## src/rtl/panel_key_scanner_pkg.sv

```systemverilog
// Shared front-panel definitions: scanner FSM encoding, keypad matrix geometry
// and small helpers for row decoding and column priority.
package panel_key_scanner_pkg;

   localparam int NUM_LINES  = 4;
   localparam int LINE_IDX_W = 2;
   localparam int KEY_CODE_W = 4;

   typedef enum logic [1:0] {
      ST_SCAN     = 2'd0,
      ST_DEBOUNCE = 2'd1,
      ST_REPORT   = 2'd2,
      ST_RELEASE  = 2'd3
   } scan_state_t;

   // Lowest-index active-low column wins when several are pressed together.
   function automatic logic [LINE_IDX_W-1:0] lowest_low_col(input logic [NUM_LINES-1:0] cols);
      logic [LINE_IDX_W-1:0] idx;
      idx = '0;
      for (int i = NUM_LINES - 1; i >= 0; i--) begin
         if (!cols[i]) begin
            idx = LINE_IDX_W'(i);
         end
      end
      return idx;
   endfunction

   function automatic logic [NUM_LINES-1:0] row_drive(input logic [LINE_IDX_W-1:0] row);
      return ~(NUM_LINES'(1) << row);
   endfunction

endpackage

```

## src/rtl/panel_key_scanner_if.sv

```systemverilog
// Key handshake bundle between the keypad scanner (master) and its consumer.
interface panel_key_scanner_if;
   import panel_key_scanner_pkg::*;

   logic [KEY_CODE_W-1:0] key_code;
   logic                  key_valid;
   logic                  key_ready;
   logic                  key_down;

   modport master (output key_code, output key_valid, output key_down, input key_ready);
   modport slave  (input key_code, input key_valid, input key_down, output key_ready);

endinterface

```

## src/rtl/panel_key_scanner_sync_edge.sv

```systemverilog
// Two-flop synchronizer followed by a registered rising-edge detector;
// the pulse appears three clk cycles after the input edge.
module panel_sync_edge (
   input  logic clk,
   input  logic rst_n,
   input  logic din,
   output logic rise_pulse
);

   logic [1:0] sync_reg;
   logic       prev_reg;
   logic       pulse_reg;

   always_ff @(posedge clk) begin
      if (!rst_n) begin
         sync_reg  <= 2'b00;
         prev_reg  <= 1'b0;
         pulse_reg <= 1'b0;
      end else begin
         sync_reg  <= {sync_reg[0], din};
         prev_reg  <= sync_reg[1];
         pulse_reg <= sync_reg[1] & ~prev_reg;
      end
   end

   assign rise_pulse = pulse_reg;

endmodule

```

## src/rtl/panel_key_scanner.sv

```systemverilog
// 4x4 front-panel keypad scanner: walks the rows on each scan tick, debounces
// a press, hands the key code over a valid/ready handshake and waits for release.
module panel_key_scanner
   import panel_key_scanner_pkg::*;
#(
   parameter int DEBOUNCE_N = 4,
   parameter int CNT_W      = 4
) (
   input  logic                 clk,
   input  logic                 rst_n,
   input  logic                 scan_clk,
   input  logic [NUM_LINES-1:0] col_in,
   output logic [NUM_LINES-1:0] row_out,
   panel_key_scanner_if.master  key_if
);

   localparam logic [CNT_W-1:0] DBN_CNT = CNT_W'(DEBOUNCE_N);

   logic                  scan_tick;
   logic [NUM_LINES-1:0]  col_meta_reg;
   logic [NUM_LINES-1:0]  col_sync_reg;

   scan_state_t           state_reg;
   logic [LINE_IDX_W-1:0] row_reg;
   logic [NUM_LINES-1:0]  row_out_reg;
   logic [KEY_CODE_W-1:0] code_reg;
   logic [CNT_W-1:0]      count_reg;
   logic                  valid_reg;
   logic                  down_reg;

   logic [CNT_W-1:0]      count_inc;
   logic [LINE_IDX_W-1:0] row_inc;
   logic                  captured_low;

   panel_sync_edge u_scan_edge (
      .clk        (clk),
      .rst_n      (rst_n),
      .din        (scan_clk),
      .rise_pulse (scan_tick)
   );

   // Idle keypad columns read high, so the synchronizer resets to all ones.
   always_ff @(posedge clk) begin
      if (!rst_n) begin
         col_meta_reg <= '1;
         col_sync_reg <= '1;
      end else begin
         col_meta_reg <= col_in;
         col_sync_reg <= col_meta_reg;
      end
   end

   assign count_inc    = count_reg + CNT_W'(1);
   assign row_inc      = row_reg + LINE_IDX_W'(1);
   assign captured_low = ~col_sync_reg[code_reg[LINE_IDX_W-1:0]];

   always_ff @(posedge clk) begin
      if (!rst_n) begin
         state_reg   <= ST_SCAN;
         row_reg     <= '0;
         row_out_reg <= row_drive('0);
         code_reg    <= '0;
         count_reg   <= '0;
         valid_reg   <= 1'b0;
         down_reg    <= 1'b0;
      end else begin
         case (state_reg)
            ST_SCAN: begin
               if (scan_tick) begin
                  if (&col_sync_reg) begin
                     row_reg     <= row_inc;
                     row_out_reg <= row_drive(row_inc);
                  end else begin
                     code_reg  <= {row_reg, lowest_low_col(col_sync_reg)};
                     count_reg <= CNT_W'(1);
                     // A single-tick debounce qualifies on the capture tick itself.
                     if (DBN_CNT == CNT_W'(1)) begin
                        state_reg <= ST_REPORT;
                        valid_reg <= 1'b1;
                        down_reg  <= 1'b1;
                     end else begin
                        state_reg <= ST_DEBOUNCE;
                     end
                  end
               end
            end
            ST_DEBOUNCE: begin
               if (scan_tick) begin
                  if (captured_low) begin
                     count_reg <= count_inc;
                     if (count_inc == DBN_CNT) begin
                        state_reg <= ST_REPORT;
                        valid_reg <= 1'b1;
                        down_reg  <= 1'b1;
                     end
                  end else begin
                     state_reg   <= ST_SCAN;
                     count_reg   <= '0;
                     row_reg     <= row_inc;
                     row_out_reg <= row_drive(row_inc);
                  end
               end
            end
            ST_REPORT: begin
               // The handshake runs at clk rate, not at scan-tick rate.
               if (valid_reg && key_if.key_ready) begin
                  valid_reg <= 1'b0;
                  state_reg <= ST_RELEASE;
                  count_reg <= '0;
               end
            end
            ST_RELEASE: begin
               if (scan_tick) begin
                  if (!captured_low) begin
                     count_reg <= count_inc;
                     if (count_inc == DBN_CNT) begin
                        down_reg    <= 1'b0;
                        state_reg   <= ST_SCAN;
                        count_reg   <= '0;
                        row_reg     <= row_inc;
                        row_out_reg <= row_drive(row_inc);
                     end
                  end else begin
                     count_reg <= '0;
                  end
               end
            end
            default: begin
               state_reg <= ST_SCAN;
            end
         endcase
      end
   end

   assign row_out          = row_out_reg;
   assign key_if.key_code  = code_reg;
   assign key_if.key_valid = valid_reg;
   assign key_if.key_down  = down_reg;

endmodule

```

## src/flat_wrapper.sv

```systemverilog
// flat-port wrapper written by rule: the top's interface ports become plain ports
module panel_key_scanner_flat import panel_key_scanner_pkg::*;
#(
   parameter int DEBOUNCE_N = 4,
   parameter int CNT_W      = 4
)
  (clk, rst_n, scan_clk, col_in, row_out, key_if_key_code, key_if_key_valid, key_if_key_down, key_if_key_ready);
  panel_key_scanner_if key_if_i ();
  input  logic clk;
  input  logic rst_n;
  input  logic scan_clk;
  input  logic [NUM_LINES-1:0] col_in;
  output logic [NUM_LINES-1:0] row_out;
  output wire logic [$bits(key_if_i.key_code)-1:0] key_if_key_code;
  output wire logic [$bits(key_if_i.key_valid)-1:0] key_if_key_valid;
  output wire logic [$bits(key_if_i.key_down)-1:0] key_if_key_down;
  input wire logic [$bits(key_if_i.key_ready)-1:0] key_if_key_ready;
  assign key_if_key_code = key_if_i.key_code;
  assign key_if_key_valid = key_if_i.key_valid;
  assign key_if_key_down = key_if_i.key_down;
  assign key_if_i.key_ready = key_if_key_ready;
  panel_key_scanner #(.DEBOUNCE_N(DEBOUNCE_N), .CNT_W(CNT_W)) u_core (.clk(clk), .rst_n(rst_n), .scan_clk(scan_clk), .col_in(col_in), .row_out(row_out), .key_if(key_if_i));
endmodule
```

## config.mk

```make
export PLATFORM = sky130hd
export DESIGN_NAME = panel_key_scanner_flat
export DESIGN_NICKNAME = d
export VERILOG_FILES = /design/src/rtl/panel_key_scanner_pkg.sv /design/src/rtl/panel_key_scanner_if.sv /design/src/rtl/panel_key_scanner_sync_edge.sv /design/src/rtl/panel_key_scanner.sv /design/src/flat_wrapper.sv
export SDC_FILE = /design/constraint.sdc
export NUM_CORES = 1
export LEC_CHECK = 0
export CORE_UTILIZATION = 45
export CTS_CLUSTER_DIAMETER = 100
export DETAILED_ROUTE_END_ITERATION = 8
export PLACE_DENSITY = 0.76
export SYNTH_ARGS = -nofsm -noshare
export SYNTH_HDL_FRONTEND = slang
export SYNTH_SLANG_ARGS = --single-unit
```

## constraint.sdc

```tcl
create_clock -name clk -period 2.7 [get_ports clk]
set_input_delay 0.405 -clock clk [delete_from_list [all_inputs] [get_ports clk]]
set_output_delay 0.405 -clock clk [all_outputs]
set_load 0.05 [all_outputs]
```

==> results of run 1 <==
==> per-stage QoR <==
step	power (mW)	area, sq um	hold slack (ns)	util	std cells
4_1_cts	0.817	1720	0.402	0.564	219
5_1_grt	0.845	1720	0.409	0.564	219
3_3_place_gp	0.536	1660	0.376	0.544	211
6_report	0.802	1720	0.394	0.564	219
3_5_place_dp	0.538	1660	0.388	0.544	211
2_1_floorplan	0.516	1450	0.367	-	154
==> power by group through the flow <==
stage	clock network [mW]	registers (mW)	logic, mW
global placement	0	0.469	0.0665
CTS	0.289	0.460	0.0681
floorplan	0	0.473	0.0437
global route	0.309	0.461	0.0747
detailed placement	0	0.470	0.0680
finish	0.275	0.460	0.0672
==> path summary, 6_finish.rpt <==
path / from / to / cells past startpoint
max: u_core.count_reg[0]$_SDFFE_PN0P_ / u_core.row_out[3]$_SDFFE_PN1P_ / 6
min: u_core.u_scan_edge.prev_reg$_SDFF_PN0_ / u_core.u_scan_edge.rise_pulse$_SDFF_PN0_ / 1
max reg2reg: u_core.count_reg[0]$_SDFFE_PN0P_ / u_core.row_out[3]$_SDFFE_PN1P_ / 6
min reg2reg: u_core.u_scan_edge.prev_reg$_SDFF_PN0_ / u_core.u_scan_edge.rise_pulse$_SDFF_PN0_ / 1
==> layer usage <==
metal,global-route usage,vias to the layer above,part of all wire
met3,0.0681,5,0.037
met2,0.339,21,0.51
li1,-,571,-
met1,0.196,520,0.43
met5,0,-,0
met4,0.0918,0,0.021
==> Yosys cell counts, drive strengths merged <==
cell type  count
dfxtp         30
nand2         21
nand2b        15
a21oi          8
ha             6
nand3          6
nor2           6
and2           5
clkbuf         5
inv            5
nor2b          5
o21ai          5
a21boi         4
mux2           4
mux2i          4
a31oi          2
buf            2
xnor2          2
a211oi         1
a21bo          1
a221oi         1
a2bb2oi        1
a311oi         1
a31o           1
a32oi          1
and3           1
and3b          1
and4bb         1
mux4           1
nand3b         1
nand4          1
nor3           1
nor4           1
o21a           1
o22ai          1
o31ai          1
o32ai          1
==> logic make-up after synthesis <==
kind of cell    after synthesis  share of synthesized area
compound gates               30                      0.160
mux                           9                     0.0741
fa+ha+maj                     6                     0.0517
xor+xnor                      2                     0.0121
flops                        30                      0.413
simple gates                 65                      0.249
buf+inv                      12                     0.0396
==> layout make-up <==
class                   instances  share of cell area
multi-input cells             112               0.461
flip-flops and latches         30               0.349
repair buffers                 20               0.112
clock buffers                   7              0.0320
well taps                      44              0.0320
inverters                       5              0.0109
clock inverters                 1             0.00291
==> results.txt, run 1 <==
----------------------------------------------------
[Worst setup path]
  Data arrival time of the worst path ... 2.32 ns
  Sort of element at the start of the critical path ... flop
  Max stage delay cell, worst path ... dfxtp_1
  Sum of buffers and inverters on the critical path ... 0
  CP endpoint kind ... flop
  CP Data Required Time ... 2.91 ns
  Setup slack of the most critical reg-to-reg path ... 0.60 ns
  CP peak stage delay ... 0.46 ns
  Setup Crit Path Kind ... reg -> reg
  Critical path cell sequence ... ha_1 > and3b_1 > a31oi_2 > nor2_2 > a2bb2oi_4 > mux2_2
  Worst Path Max Fanout ... 7
  Critical path's top delay family ... compound AO/OA/AOI/OAI gates

[STA]
  Share of the clock period used by the worst path after layout ... 0.779
  Final setup vio count ... 0
  Fin Clk Skew ... 0.00859 ns
  Final Hold Vio Count ... 0
  Highest Clock Rate ... 0.475 GHz
  Max_slew headroom ... 0.663
  Setup Total Neg Slack ... 0 ns
  Setup WS post-layout ... 0.596 ns
  Total count of max-transition violations in the final report ... 0
  Slew at the pin closest to its max-slew limit ... 0.505 ns
  Final Critical Period ... 2.10 ns
  Setup repair after global routing missed its margin ... false

[Drt]
  Final ANT Viol Nets ... 0
  Number of design rule violations left after detail routing ... 0
  DR vias ... 1117
  DRC violation total after the first TritonRoute iteration ... 85
  Detailed-routing iteration count for the pre-antenna-repair pass ... 4
  Wire length per cell ... 12.4 um
  Wire length after detailed routing ... 2720 um
  Detailed-route vias per instance ... 5.10

[Placement]
  Final HPWL DP ... 2010 um
  Total of buffers placed on input and output ports ... 17
  Placer Congestion ... 0.846
  Placement-stage worst setup slack ... 0.631 ns

[Global routing]
  Overflow left after global routing ... 0
  Number of global-route vias before repair ... 1134
  Pin count of the biggest net entering global routing ... 19
  Wire length of the first global-routing pass ... 4780 um
  Antenna violations before repair ... 0
  GRT Total Usage ... 0.190

[Cells and area]
  Most common cell after layout, fill and taps aside ... dfxtp_1
  Commonest cells after routing, fill and taps aside ... dfxtp_1 (30), nand2_1 (21), clkdlybuf4s50_1 (17)
  Number of nets in the layout ... 188
  Layout Area Growth over Synthesis ... 18.5%
  Number of inserted diodes ... 0
  Filler Cells Inserted ... 291
  Area taken by flip-flops and latches ... 601 sq um
  Proportion of layout cells with a drive suffix above 1 ... 0.154
  Multi-input gate area ... 795 sq um

[Floorplanning]
  Effective utilization at floorplan ... 0.476
  Number of placed I/O pins ... 18
  Die Footprint ... 3460 sq um
  Vertical extent of the die ... 58.8 um
  Core area ... 3050 sq um
  Die Wd ... 58.8 um
  Row Count ... 20

[Clock network]
  Setup Buffers After CTS ... 0
  Post-cts repair resize count ... 0
  Clock tree buffer depth ... 2
  TritonCTS clock tree ... yes
  Clock root buffer ... clkbuf_4
  Post-CTS Hold Buffers ... 0
  Clk sink count ... 30
  TritonCTS buffer count ... 5
  Clock transition at the registers of the reported paths ... 0.09 ns
  Deepest level of the CTS H-tree ... 2
  Clock latency on the worst-skew pair ... 0.33 ns

[Synthesis]
  Count of synthesis-stage warnings from yosys ... 0
  Summed instance area of the synthesized netlist ... 1450 sq um
  Mapped Cells ... 154
  Main area contributors after synthesis ... dfxtp_1 (41%), nand2b_1 (6.0%), nand2_1 (5.4%)
  Most area-hungry cell type in the Yosys netlist ... dfxtp_1
  Mean Syn Cell Area ... 9.43 sq um
  Sequential area share after synthesis ... 0.413
  Number of register bits inferred by synthesis ... 30
  Fraction of post-synthesis cell area in the top cell type by area ... 0.413
  Post-Synthesis Net Count ... 168
  Count of distinct cell types in the synthesized netlist ... 45

[Power]
  Share of power burned in combinational logic ... 0.084
  Sequential group share of total power ... 0.573
  Net load switching power ... 190 uW
  LEAKAGE ... 0.667 nW
  Int Pwr ... 612 uW
  Share of total power in the clock network ... 0.343
  Maximum VDD drop ... 334 uV
  Switching power as a share of total power ... 0.237
  Areal power density over the cells ... 466 nW/um^2

[Flow run]
  Number of maximum-capacitance violations ... 0

[Hold path]
  Hold crit path type ... reg -> reg

[Outcome]
  Status ... complete, no violations

----------------------------------------------------
Note: power is estimated with default switching activity, not from simulation.
==> run 2: changes to the inputs <==
--- a/config.mk
+++ b/config.mk
@@ -8,7 +8,7 @@
 export CORE_UTILIZATION = 45
 export CTS_CLUSTER_DIAMETER = 100
 export DETAILED_ROUTE_END_ITERATION = 8
-export PLACE_DENSITY = 0.76
+export PLACE_DENSITY = 0.78
 export SYNTH_ARGS = -nofsm -noshare
 export SYNTH_HDL_FRONTEND = slang
 export SYNTH_SLANG_ARGS = --single-unit
==> constraint.sdc (replaced) <==
create_clock -name clk -period 1.7 [get_ports clk]
set_input_delay 0.255 -clock clk [delete_from_list [all_inputs] [get_ports clk]]
set_output_delay 0.255 -clock clk [all_outputs]
set_load 0.05 [all_outputs]
==> run 2 against run 1 <==
  * The run now ends with setup timing left
  * Setup slack worse by 0.60 ns
  * Final cell count rose by 5.5%
  * Clock skew fell by 0.0057 ns
  * Sequential power rose by 58%
  * Register-to-register slack got worse by 0.60 ns
  * First-iteration DRC count grew 16%
  * Count of clock-buffer cells in the layout fell by 1
  * Clock power is 65% higher
  * Maximum frequency rose by 23%
  * Utilization increased by 6.2 points
  * Non-clock buffer count is 11 higher
==> results.txt, run 2 (synthesized netlist as in run 1, its figures left out) <==
----------------------------------------------------
[Outcome]
  Status ... finished, violations left (was complete, no violations)
  Violations in the final reports ... setup timing

[Cells and area]
  Commonest cells after routing, fill and taps aside ... dfxtp_1 (26), nand2_1 (21), buf_4 (19) (was dfxtp_1 (30), nand2_1 (21), clkdlybuf4s50_1 (17))
  Number of nets in the layout ... 200 (was 188)
  Number of inserted diodes ... 0 (unchanged)
  Most common cell after layout, fill and taps aside ... dfxtp_1 (unchanged)
  Layout Area Growth over Synthesis ... 31.5% (was 18.5%)
  Fraction of the core area covered by cells at the end of the flow ... 0.626 (was 0.564)
  Proportion of layout cells with a drive suffix above 1 ... 0.310 (was 0.154)
  Count of placed standard cells in the final layout, fillers left out ... 231 (was 219)

[Worst setup path]
  Critical path's top delay family ... multiplexers (was compound AO/OA/AOI/OAI gates)
  CP Data Required Time ... 1.98 ns (was 2.91 ns)
  Sort of element at the start of the critical path ... flop (unchanged)
  Critical path cell sequence ... mux4_2 > buf_6 > nor2_4 > buf_6 > mux2_4 > o21a_1 (was ha_1 > and3b_1 > a31oi_2 > nor2_2 > a2bb2oi_4 > mux2_2)
  CP endpoint kind ... flop (unchanged)
  Most common cell on crit path ... buf_6
  Data arrival time of the worst path ... 1.99 ns (was 2.32 ns)
  CP peak stage delay ... 0.61 ns (was 0.46 ns)
  Sum of buffers and inverters on the critical path ... 2 (was 0)
  Max stage delay cell, worst path ... mux4_2 (was dfxtp_1)
  Setup Crit Path Kind ... reg -> reg (unchanged)
  Worst Path Max Fanout ... 5 (was 7)

[Placement]
  Placement-stage worst setup slack ... -0.00556 ns (was 0.631 ns)
  Post-Place Cells ... 220 (was 211)
  Final HPWL DP ... 2030 um (was 2010 um)
  Total of buffers placed on input and output ports ... 17 (unchanged)
  Placer Congestion ... 0.831 (was 0.846)

[Clock network]
  TritonCTS buffer count ... 5 (unchanged)
  Deepest level of the CTS H-tree ... 2 (unchanged)
  Clk sink count ... 30 (unchanged)
  TritonCTS clock tree ... yes (unchanged)
  Clock transition at the registers of the reported paths ... 0.10 ns (was 0.09 ns)
  Clock latency on the worst-skew pair ... 0.33 ns (about the same)
  Clock root buffer ... clkbuf_4 (unchanged)
  Clock tree buffer depth ... 2 (unchanged)

[Global routing]
  Overflow left after global routing ... 0 (unchanged)
  Number of global-route vias before repair ... 1147 (was 1134)
  Antenna violations before repair ... 0 (unchanged)
  Pin count of the biggest net entering global routing ... 38 (was 19)
  GRT Total Usage ... 0.210 (was 0.190)
  Wire length of the first global-routing pass ... 5280 um (was 4780 um)

[Floorplanning]
  Die Wd ... 58.8 um (unchanged)
  Number of placed I/O pins ... 18 (unchanged)
  Vertical extent of the die ... 58.8 um (unchanged)
  Die Footprint ... 3460 sq um (unchanged)
  Effective utilization at floorplan ... 0.476 (unchanged)
  Core area ... 3050 sq um (unchanged)
  Row Count ... 20 (unchanged)

[STA]
  Final Critical Period ... 1.71 ns (was 2.10 ns)
  Final setup vio count ... 1 (was 0)
  Fin Clk Skew ... 0.00288 ns (was 0.00859 ns)
  Setup Total Neg Slack ... -0.00670 ns (was 0 ns)
  Final Hold Vio Count ... 0 (unchanged)
  Slew at the pin closest to its max-slew limit ... 0.442 ns (was 0.505 ns)
  Share of the clock period used by the worst path after layout ... 1.00 (was 0.779)
  Max_slew headroom ... 0.705 (was 0.663)
  Total count of max-transition violations in the final report ... 0 (unchanged)
  Setup WS post-layout ... -0.00670 ns (was 0.596 ns)
  Highest Clock Rate ... 0.586 GHz (was 0.475 GHz)
  Setup repair after global routing missed its margin ... true (was false)

[Drt]
  DRC violation total after the first TritonRoute iteration ... 99 (was 85)
  Wire length per cell ... 13.4 um (was 12.4 um)
  Detailed-routing iteration count for the pre-antenna-repair pass ... 4 (unchanged)
  DR vias ... 1200 (was 1117)
  Detailed-route vias per instance ... 5.19 (was 5.10)
  Wire length after detailed routing ... 3090 um (was 2720 um)
  Number of design rule violations left after detail routing ... 0 (unchanged)
  Final ANT Viol Nets ... 0 (unchanged)

[Power]
  Share of power burned in combinational logic ... 0.098 (was 0.084)
  Int Pwr ... 980 uW (was 612 uW)
  LEAKAGE ... 0.759 nW (was 0.667 nW)
  Maximum VDD drop ... 518 uV (was 334 uV)
  Sequential group share of total power ... 0.555 (was 0.573)
  Share of total power in the clock network ... 0.347 (was 0.343)
  Post-layout total power ... 1.31 mW (was 802 uW)
  Switching power as a share of total power ... 0.251 (was 0.237)
  Areal power density over the cells ... 685 nW/um^2 (was 466 nW/um^2)
  Net load switching power ... 329 uW (was 190 uW)

[Flow run]
  Number of maximum-capacitance violations ... 0 (unchanged)

[Hold path]
  Hold crit path type ... reg -> reg (unchanged)

----------------------------------------------------
[run 2: cell types whose count changed in the layout (fill, tap and decap cells not counted), sizes merged]
cell,change
buf,+21
clkdlybuf4s50,-10
clkbuf,-1
clkinvlp,+1
mux4,+1
[run 2: repair_timing]
item,4_1_cts,5_1_grt
cloned,1,0
gates resized for setup,0,12
setup buffers,1,1
hold buffers,0,0
setup endpoints to repair,4,9
pin swaps,1,6
[run 2: area by class of cell]
type / instances / area (sq um)
Clock buffer: 6 / 51.3
Clock inverter: 2 / 12.5
Fill cell: 249 / 1140
Inverter: 5 / 18.8
Multi-Input combinational cell: 113 / 882
Sequential cell: 30 / 613
Tap cell: 44 / 55.1
Timing Repair Buffer: 31 / 278
[run 2: power by group through the flow]
| stage | clock [mW] | sequential, mW | combinational, mW |
|---|---|---|---|
| floorplan | 0 | 0.748 | 0.0694 |
| global placement | 0 | 0.743 | 0.113 |
| finish | 0.454 | 0.727 | 0.128 |
| CTS | 0.471 | 0.728 | 0.121 |
| detailed placement | 0 | 0.743 | 0.117 |
| global route | 0.506 | 0.730 | 0.139 |
[run 2: metal layers]
metal	share of wire	up-vias	track usage
met1	0.44	564	0.247
met2	0.49	29	0.331
met4	0.022	0	0.112
met5	0	-	0
met3	0.042	8	0.0791
li1	-	599	-
[run 2: final timing paths]
| check | start | to | slack (ns) | depth (start not counted) |
|---|---|---|---|---|
| min reg2reg | u_core.u_scan_edge.prev_reg$_SDFF_PN0_ | u_core.u_scan_edge.rise_pulse$_SDFF_PN0_ | 0.38 | 1 |
| max | u_core.key_if.key_code[0]$_SDFFE_PN0P_ | u_core.key_if.key_down$_SDFFE_PN0P_ | -0.007 | 6 |
| max reg2reg | u_core.key_if.key_code[0]$_SDFFE_PN0P_ | u_core.key_if.key_down$_SDFFE_PN0P_ | -0.007 | 6 |
| min | u_core.u_scan_edge.prev_reg$_SDFF_PN0_ | u_core.u_scan_edge.rise_pulse$_SDFF_PN0_ | 0.38 | 1 |
[run 2: metrics by stage]
step | cell area (sq um) | hold slack, ns
4_1_cts | 1850 | 0.390
6_report | 1910 | 0.384
3_3_place_gp | 1750 | 0.375
5_1_grt | 1910 | 0.415
2_1_floorplan | 1490 | 0.356
3_5_place_dp | 1750 | 0.375
==> run 3: changes to the inputs <==
--- a/config.mk
+++ b/config.mk
@@ -5,10 +5,10 @@
 export SDC_FILE = /design/constraint.sdc
 export NUM_CORES = 1
 export LEC_CHECK = 0
-export CORE_UTILIZATION = 45
+export CORE_UTILIZATION = 49
 export CTS_CLUSTER_DIAMETER = 100
 export DETAILED_ROUTE_END_ITERATION = 8
-export PLACE_DENSITY = 0.78
+export PLACE_DENSITY = 0.84
 export SYNTH_ARGS = -nofsm -noshare
 export SYNTH_HDL_FRONTEND = slang
 export SYNTH_SLANG_ARGS = --single-unit
==> run 3 against run 2 <==
  * The flow still finishes with violations (setup timing)
  * Global-route usage rose by 1.4 points
  * Sequential power barely moved
  * Routed wire length rose by 11%
  * Worst hold slack improved by 0.0059 ns
  * Critical endpoint is now u_core.row_out[3]$_SDFFE_PN1P_
  * Largest power group unchanged
==> results.txt, run 3 (synthesized netlist as in run 1, its figures left out) <==
----------------------------------------------------
[Power]
  Share of total power in the clock network ... 0.392 (was 0.347)
  Areal power density over the cells ... 734 nW/um^2 (was 685 nW/um^2)
  Switching power as a share of total power ... 0.230 (was 0.251)
  Share of power burned in combinational logic ... 0.091 (was 0.098)
  LEAKAGE ... 0.793 nW (was 0.759 nW)
  Int Pwr ... 1.09 mW (was 980 uW)
  Maximum VDD drop ... 760 uV (was 518 uV)
  Sequential group share of total power ... 0.517 (was 0.555)
  Net load switching power ... 325 uW (was 329 uW)

[Worst setup path]
  Sum of buffers and inverters on the critical path ... 0 (was 2)
  Crit path from ... u_core.count_reg[1]$_SDFFE_PN0P_ (was u_core.key_if.key_code[0]$_SDFFE_PN0P_)
  CP endpoint kind ... flop (unchanged)
  Setup Crit Path Kind ... reg -> reg (unchanged)
  Data arrival time of the worst path ... 1.93 ns (was 1.99 ns)
  Launch instance of the worst register-to-register path ... u_core.count_reg[1]$_SDFFE_PN0P_ (was u_core.key_if.key_code[0]$_SDFFE_PN0P_)
  Critical path cell sequence ... ha_4 > and4bb_2 > a31oi_4 > nor2_4 > a2bb2oi_4 > mux2_4 (was mux4_2 > buf_6 > nor2_4 > buf_6 > mux2_4 > o21a_1)
  Worst Path Max Fanout ... 4 (was 5)
  Setup slack of the most critical reg-to-reg path ... -0.02 ns (was -0.007 ns)
  Max stage delay cell, worst path ... dfxtp_4 (was mux4_2)
  Sort of element at the start of the critical path ... flop (unchanged)
  Critical path's top delay family ... compound AO/OA/AOI/OAI gates (was multiplexers)
  Capturing element of the worst setup path ... u_core.row_out[3]$_SDFFE_PN1P_ (was u_core.key_if.key_down$_SDFFE_PN0P_)
  Worst R2R End ... u_core.row_out[3]$_SDFFE_PN1P_ (was u_core.key_if.key_down$_SDFFE_PN0P_)
  CP Data Required Time ... 1.91 ns (was 1.98 ns)
  CP peak stage delay ... 0.38 ns (was 0.61 ns)
  Total number of cells along the worst setup path ... 6 (unchanged)
  R2R cell count ... 6 (unchanged)

[STA]
  Share of the clock period used by the worst path after layout ... 1.01 (was 1.00)
  Total count of max-transition violations in the final report ... 0 (unchanged)
  Fin Clk Skew ... 0.0101 ns (was 0.00288 ns)
  Setup repair after global routing missed its margin ... true (unchanged)
  Max_slew headroom ... 0.677 (was 0.705)
  Slew at the pin closest to its max-slew limit ... 0.485 ns (was 0.442 ns)
  Setup WS post-layout ... -0.0200 ns (was -0.00670 ns)
  Highest Clock Rate ... 0.581 GHz (was 0.586 GHz)
  Final Hold Vio Count ... 0 (unchanged)
  Final setup vio count ... 4 (was 1)
  Worst hold-check slack ... 0.390 ns (was 0.384 ns)
  Final Critical Period ... 1.72 ns (was 1.71 ns)

[Placement]
  Post-Place Cells ... 208 (was 220)
  Total of buffers placed on input and output ports ... 17 (unchanged)
  Placer Congestion ... 0.826 (was 0.831)
  Final HPWL DP ... 2190 um (was 2030 um)

[Clock network]
  Clk sink count ... 30 (unchanged)
  Post-CTS Hold Buffers ... 0 (unchanged)
  Clock tree buffer depth ... 2 (unchanged)
  Clock root buffer ... clkbuf_4 (unchanged)
  TritonCTS clock tree ... yes (unchanged)
  TritonCTS buffer count ... 5 (unchanged)
  Clock transition at the registers of the reported paths ... 0.10 ns (about the same)
  Clock latency on the worst-skew pair ... 0.33 ns (about the same)
  Deepest level of the CTS H-tree ... 2 (unchanged)

[Outcome]
  Status ... finished, violations left (unchanged)
  Violations in the final reports ... setup timing (unchanged)

[Floorplanning]
  Core area ... 2780 sq um (was 3050 sq um)
  Number of placed I/O pins ... 18 (unchanged)
  Vertical extent of the die ... 56.4 um (was 58.8 um)
  Effective utilization at floorplan ... 0.522 (was 0.476)
  Die Wd ... 56.4 um (was 58.8 um)
  Die Footprint ... 3190 sq um (was 3460 sq um)
  Row Count ... 19 (was 20)

[Cells and area]
  Layout Area Growth over Synthesis ... 32.3% (was 31.5%)
  Proportion of layout cells with a drive suffix above 1 ... 0.339 (was 0.310)
  Number of inserted diodes ... 0 (unchanged)
  Count of placed standard cells in the final layout, fillers left out ... 223 (was 231)
  Commonest cells after routing, fill and taps aside ... buf_4 (28), dfxtp_1 (23), nand2_1 (21) (was dfxtp_1 (26), nand2_1 (21), buf_4 (19))
  Number of nets in the layout ... 205 (was 200)
  Most common cell after layout, fill and taps aside ... buf_4 (was dfxtp_1)

[Global routing]
  Antenna violations before repair ... 0 (unchanged)
  Overflow left after global routing ... 0 (unchanged)
  Number of global-route vias before repair ... 1183 (was 1147)
  GRT Total Usage ... 0.224 (was 0.210)
  Pin count of the biggest net entering global routing ... 14 (was 38)
  Wire length of the first global-routing pass ... 5350 um (was 5280 um)

[Drt]
  Number of design rule violations left after detail routing ... 0 (unchanged)
  DR vias ... 1269 (was 1200)
  DRC violation total after the first TritonRoute iteration ... 56 (was 99)
  Detailed-route vias per instance ... 5.69 (was 5.19)
  Detailed-routing iteration count for the pre-antenna-repair pass ... 4 (unchanged)
  Wire length per cell ... 15.4 um (was 13.4 um)
  Final ANT Viol Nets ... 0 (unchanged)
  Wire length after detailed routing ... 3440 um (was 3090 um)

[Flow run]
  Number of maximum-capacitance violations ... 0 (unchanged)

[Hold path]
  Hold crit path type ... reg -> reg (unchanged)
  Hold path startpoint ... u_core.u_scan_edge.prev_reg$_SDFF_PN0_ (unchanged)

----------------------------------------------------
==> run 3: worst min path at each step <==
stage                                                     to  slack, ns  cells after the start
floorplan                  u_core.col_meta_reg[0]$_SDFF_PN1_       0.36                      1
global placement    u_core.u_scan_edge.rise_pulse$_SDFF_PN0_       0.37                      1
detailed placement  u_core.u_scan_edge.rise_pulse$_SDFF_PN0_       0.38                      1
CTS                 u_core.u_scan_edge.rise_pulse$_SDFF_PN0_       0.39                      1
global route               u_core.col_sync_reg[0]$_SDFF_PN1_       0.43                      1
finish              u_core.u_scan_edge.rise_pulse$_SDFF_PN0_       0.39                      1
==> run 3: power by group through the flow <==
stage | clock (mW) | combinational, mW | sequential, mW
finish | 0.553 | 0.128 | 0.729
global route | 0.607 | 0.138 | 0.731
CTS | 0.572 | 0.122 | 0.726
detailed placement | 0 | 0.116 | 0.744
global placement | 0 | 0.112 | 0.742
floorplan | 0 | 0.0694 | 0.748
==> run 3: repair_timing <==
item,4_1_cts,5_1_grt
hold endpoints to repair,0,0
cloned,0,1
pin swaps,3,6
resized for setup,3,10
setup buffers,5,1
endpoints found under the setup margin,6,11
==> run 3: through the flow <==
stage / util / total power, mW / worst slack, ns / cell area (sq um) / setup TNS, ns
floorplan: - / 0.818 / -0.0229 / 1490 / -0.0871
global placement: 0.623 / 0.855 / 0.0343 / 1730 / 0
detailed placement: 0.623 / 0.859 / -0.0235 / 1730 / -0.0406
CTS: 0.667 / 1.42 / -0.0125 / 1850 / -0.0245
global route: 0.691 / 1.48 / -0.0606 / 1920 / -0.401
finish: 0.691 / 1.41 / -0.0200 / 1920 / -0.0457
==> run 3: final cells by class <==
class	count	area, sq um
Timing Repair Buffer	36	292
Clock buffer	5	37.5
Sequential cell	30	617
Tap cell	31	38.8
Clock inverter	3	40.0
Inverter	5	18.8
Fill cell	220	860
Multi-Input combinational cell	113	878
==> run 3: routing by layer <==
| layer | share of wire | GRT usage | vias up |
|---|---|---|---|
| met5 | 0 | 0 | - |
| met4 | 0.029 | 0.122 | 0 |
| met3 | 0.071 | 0.0668 | 11 |
| met2 | 0.50 | 0.388 | 64 |
| met1 | 0.39 | 0.241 | 584 |
| li1 | - | - | 610 |
